==> config.mk <==
export PLATFORM = sky130hd
export DESIGN_NAME = fetch_pc_ctrl
export DESIGN_NICKNAME = d
export VERILOG_FILES = /design/src/rtl/fetch_pc_ctrl.sv
export SDC_FILE = /design/constraint.sdc
export NUM_CORES = 1
export LEC_CHECK = 0
export CAP_MARGIN = 20
export CORE_UTILIZATION = 48
export CTS_CLUSTER_SIZE = 8
export DETAILED_ROUTE_END_ITERATION = 10
export PLACE_DENSITY = 0.86
export SLEW_MARGIN = 30
export SYNTH_ARGS = -nofsm -noshare
export SYNTH_HDL_FRONTEND = slang
export SYNTH_SLANG_ARGS = --single-unit
==> constraint.sdc <==
create_clock -name clk -period 5.6 [get_ports clk]
set_clock_uncertainty 0.2 [all_clocks]
set_input_delay 1.12 -clock clk [delete_from_list [all_inputs] [get_ports clk]]
set_output_delay 1.12 -clock clk [all_outputs]
set_load 0.02 [all_outputs]
==> src/rtl/fetch_pc_ctrl.sv <==
// Fetch-stage PC sequencer: holds the fetch PC and picks the next one from
// sequential, branch target, jump target or hold. Each taken redirect
// starts a timed flush of younger instructions and bumps a saturating
// redirect counter.
module fetch_pc_ctrl #(
  parameter int                    PC_WIDTH     = 16,
  parameter logic [PC_WIDTH-1:0]   RESET_PC     = '0,
  parameter int                    INSTR_BYTES  = 2,
  parameter int                    FLUSH_CYCLES = 1,
  parameter int                    CNT_WIDTH    = 8
) (
  input  logic                 clk,
  input  logic                 rst_n,
  input  logic                 stall,
  input  logic                 brchValid,
  input  logic                 jmpSel,
  input  logic [PC_WIDTH-1:0]  brchTgt,
  input  logic                 jmpValid,
  input  logic [PC_WIDTH-1:0]  jmpTgt,
  input  logic                 haltReq,
  output logic [PC_WIDTH-1:0]  pc,
  output logic [PC_WIDTH-1:0]  pcPlus,
  output logic                 fetchValid,
  output logic                 flush,
  output logic                 halted,
  output logic [CNT_WIDTH-1:0] redirCnt
);

  typedef enum logic [1:0] {BOOT, RUN, FLUSH, HALTED} state_t;

  // Flush length is limited to 1..7, so three bits hold the bubble count.
  localparam logic [2:0]          FLUSH_LOAD = 3'(FLUSH_CYCLES);
  localparam logic [PC_WIDTH-1:0] PC_INC     = PC_WIDTH'(INSTR_BYTES);

  state_t                state_reg, state_next;
  logic [PC_WIDTH-1:0]   pc_reg, pc_next;
  logic [2:0]            fcnt_reg, fcnt_next;
  logic [CNT_WIDTH-1:0]  rcnt_reg, rcnt_next;

  logic                  redirect;
  logic [PC_WIDTH-1:0]   target;
  logic [PC_WIDTH-1:0]   pc_plus_w;
  logic [CNT_WIDTH-1:0]  rcnt_sat;

  // A jump always wins over a taken conditional branch.
  assign redirect  = jmpValid | (brchValid & jmpSel);
  assign target    = jmpValid ? jmpTgt : brchTgt;
  assign pc_plus_w = pc_reg + PC_INC;
  assign rcnt_sat  = (rcnt_reg == '1) ? rcnt_reg : rcnt_reg + CNT_WIDTH'(1);

  // State, PC, flush counter and redirect counter registers.
  always_ff @(posedge clk or negedge rst_n) begin
    if (!rst_n) begin
      state_reg <= BOOT;
      pc_reg    <= RESET_PC;
      fcnt_reg  <= '0;
      rcnt_reg  <= '0;
    end else begin
      state_reg <= state_next;
      pc_reg    <= pc_next;
      fcnt_reg  <= fcnt_next;
      rcnt_reg  <= rcnt_next;
    end
  end

  // Next-state selection: halt beats redirect beats stall beats sequential.
  always_comb begin
    state_next = state_reg;
    pc_next    = pc_reg;
    fcnt_next  = fcnt_reg;
    rcnt_next  = rcnt_reg;
    case (state_reg)
      BOOT: state_next = RUN;
      RUN, FLUSH: begin
        if (haltReq) begin
          state_next = HALTED;
          fcnt_next  = '0;
        end else if (redirect) begin
          // Stall never blocks a redirect; a redirect in FLUSH restarts it.
          pc_next    = target;
          fcnt_next  = FLUSH_LOAD;
          state_next = FLUSH;
          rcnt_next  = rcnt_sat;
        end else if (state_reg == FLUSH) begin
          // PC parks on the target while the bubbles drain.
          fcnt_next = fcnt_reg - 3'd1;
          if (fcnt_reg == 3'd1) begin
            state_next = RUN;
          end
        end else if (!stall) begin
          pc_next = pc_plus_w;
        end
      end
      HALTED: state_next = HALTED;
      default: state_next = BOOT;
    endcase
  end

  assign pc         = pc_reg;
  assign pcPlus     = pc_plus_w;
  assign fetchValid = (state_reg == RUN) & ~stall;
  assign flush      = (state_reg == FLUSH);
  assign halted     = (state_reg == HALTED);
  assign redirCnt   = rcnt_reg;

endmodule

==> results by group <==
Clocking
  – Worst-path clk slew: 0.07 ns
  – TritonCTS clock tree: yes
  – Total CTS buffers: 5
  – Post-CTS Setup Bufs: 0
  – H-tree levels: 2
  – Clock Latency Late Sink: 0.29 ns
  – CTS Hold Bufs: 0
  – Post-CTS Resized: 0
  – Maximum clock path buffer count: 2
  – Root buf cell: clkbuf_8
  – CTS Sinks: 29

Timing
  – Final min period: 3.79 ns
  – Fin crit share: 67.7%
  – Final slew viol count: 0
  – Final Hold Fails: 0
  – FMAX: 0.264 GHz
  – Final Setup Violations: 0
  – Fin worst setup slack: 1.81 ns
  – Hold_ws: 0.294 ns
  – RSZ-0062 raised after global routing: false
  – Sum Neg Setup Slack: 0 ns
  – Slew HR: 34.4%
  – Least-Margin Pin Slew: 0.984 ns

Synth
  – Synth warn: 0
  – Seq/Total Area, Yosys: 33.3%
  – Syn Area/Cell: 8.96 sq um
  – Asr flop ratio synth: 100%
  – Count leader, synth: dfrtp_1
  – Synth Cell Area: 2180 sq um
  – Top post-synthesis cells by count: dfrtp_1 (29), a21oi_1 (19), nor2_1 (15)
  – Yosys top cell by area: dfrtp_1
  – Netlist cell types: 54
  – Post-synthesis instance total: 243
  – #FFs+latches synth: 29
  – Yosys top cell area share: 33.3%
  – Post-synth top flop: dfrtp_1
  – Largest cells by area after synthesis: dfrtp_1 (33%), ha_1 (4.6%), a21oi_1 (4.4%)
  – Number of flops mapped to enable cells by yosys: 0
  – Post-Syn Nets: 290

Power
  – Power density over the cells: 500 nW/um^2
  – VDD IR max: 0.264 mV
  – Leakage power: 0.00125 uW

Setup path
  – Slowest stage delay, CP: 0.63 ns
  – Crit. End Element: primary output
  – WP buf/inv: 1
  – CP Launch Type: register
  – Critical path, cell by cell: nand4_2 -> nor4_1 -> xor2_1 -> clkdlybuf4s50_1
  – Crit path DAT: 2.47 ns
  – WP data required: 4.28 ns
  – Worst-path fanout max: 8
  – Setup CP Type: reg2out
  – Cell family with most CP delay: simple AND/OR/NAND/NOR gates
  – Critical path's slowest cell: nor4_1

Route
  – Iter 0 DRT Violations: 226
  – # DRC: 0
  – Antenna viol nets, final: 0
  – Routed vias/inst: 5.97
  – DRT Wirelength: 6020 um
  – Routed vias: 2222
  – DR pass1 iterations: 4
  – WL per Instance: 16.2 um

Finish
  – Layout cells sized above 1: 5.94%
  – Max FFs per register: 16
  – Final instance area: 3100 sq um
  – Register area: 726 sq um
  – Fill cells: 363
  – Ant diodes: 0
  – Multi-input logic area: 1340 sq um
  – Nets: 366
  – Area Overhead vs Synth: 42.2%

Run
  – Total of max-cap violations: 0

Die
  – Die X: 69.3 um
  – Die footprint: 4810 sq um
  – Starting Density: 50.0%
  – Core area: 4350 sq um
  – Rows: 24
  – IO Count: 82
  – Die H: 69.3 um

Placement
  – Pre-CTS WS: 1.91 ns
  – IO buf count: 81
  – Dpl cell area: 2990 sq um
  – RD Place Congestion: 0.894
  – Post-detail-place hpwl: 4410 um

GRT
  – Largest net degree at the start of global routing: 38
  – First-pass GRT wire length: 10000 um
  – Initial antenna violation count: 0
  – Global route total overflow: 0
  – Vias in the first global route: 2063
  – All-layer global routing usage: 25.7%

Worst hold path
  – Hold WC Path Type: reg2reg

Outcome
  – Status: completed
## layout by cell type, fill, tap and decap left out, types with 7 or more instances in the layout
master	n
o31ai_1	7
xnor2_1	10
inv_1	10
a21oi_1	19
dfrtp_1	29
o21ai_0	13
clkdlybuf4s50_1	81
and3_1	9
nand4_1	7
clkbuf_8	7
nand3_1	7
ha_1	8
nand2b_1	7
nand2_1	10
nor2_1	15
xor2_1	9
## through the flow
stage               cells  utilization [%]  total power [uW]
floorplan             243                -               968
global placement      364             68.7              1320
detailed placement    364             68.7              1350
CTS                   372             71.0              1550
global route          372             71.1              1640
finish                372             71.1              1550
## where the power goes
group          switching [uW]  total, uW  internal (uW)
clock network            87.0        198            111
registers                 137        431            294
logic                     477        920            443
total                     701       1550            849
## routing by layer
layer / share of wire, % / up-vias / wire (um) / global-route usage, %
met1: 43 / 1056 / 2600 / 33.4
met2: 48 / 100 / 2910 / 42.5
met4: 0.91 / 0 / 55 / 10.2
li1: - / 1060 / - / -
met3: 7.5 / 6 / 449 / 4.51
met5: 0 / - / 0 / 0
## final cells by class
class / count / share of cell area (%)
Clock buffer: 7 / 3.11
Clock inverter: 1 / 0.162
Sequential cell: 29 / 23.4
Tap cell: 52 / 2.10
Multi-Input combinational cell: 190 / 43.3
Inverter: 10 / 1.21
Timing Repair Buffer: 83 / 26.7
## path summary, 6_finish.rpt
path                       slack (ns)           end          from  depth (start not counted)
setup / recovery                 1.81    pcPlus[14]         pc[5]                          4
hold reg to reg                  0.29   fcnt_reg[1]   fcnt_reg[1]                          2
setup reg to reg                 3.22   redirCnt[1]  state_reg[0]                          5
max in group asynchronous        3.90  state_reg[0]         rst_n                          2
hold / removal                   0.29   fcnt_reg[1]   fcnt_reg[1]                          2
min in group asynchronous        1.02         pc[5]         rst_n                          2
## logic make-up after synthesis
group | Yosys count | synth area share, %
xor gates and xnor gates | 19 | 7.64
AOI/OAI and AO/OA | 78 | 25.1
and+or+nand+nor | 81 | 22.1
buffers and inverters | 24 | 5.23
muxes | 4 | 1.95
adders and majority gates | 8 | 4.60
DFF | 29 | 33.3
## worst register-to-register path, cell delays in order, from the launching register on
cell,delay (ns)
dfrtp_1,0.40
inv_1,0.08
ha_1,0.45
nand2b_1,0.29
a211oi_2,0.47
mux2_2,0.38
Power figures use the tool's default switching activity.
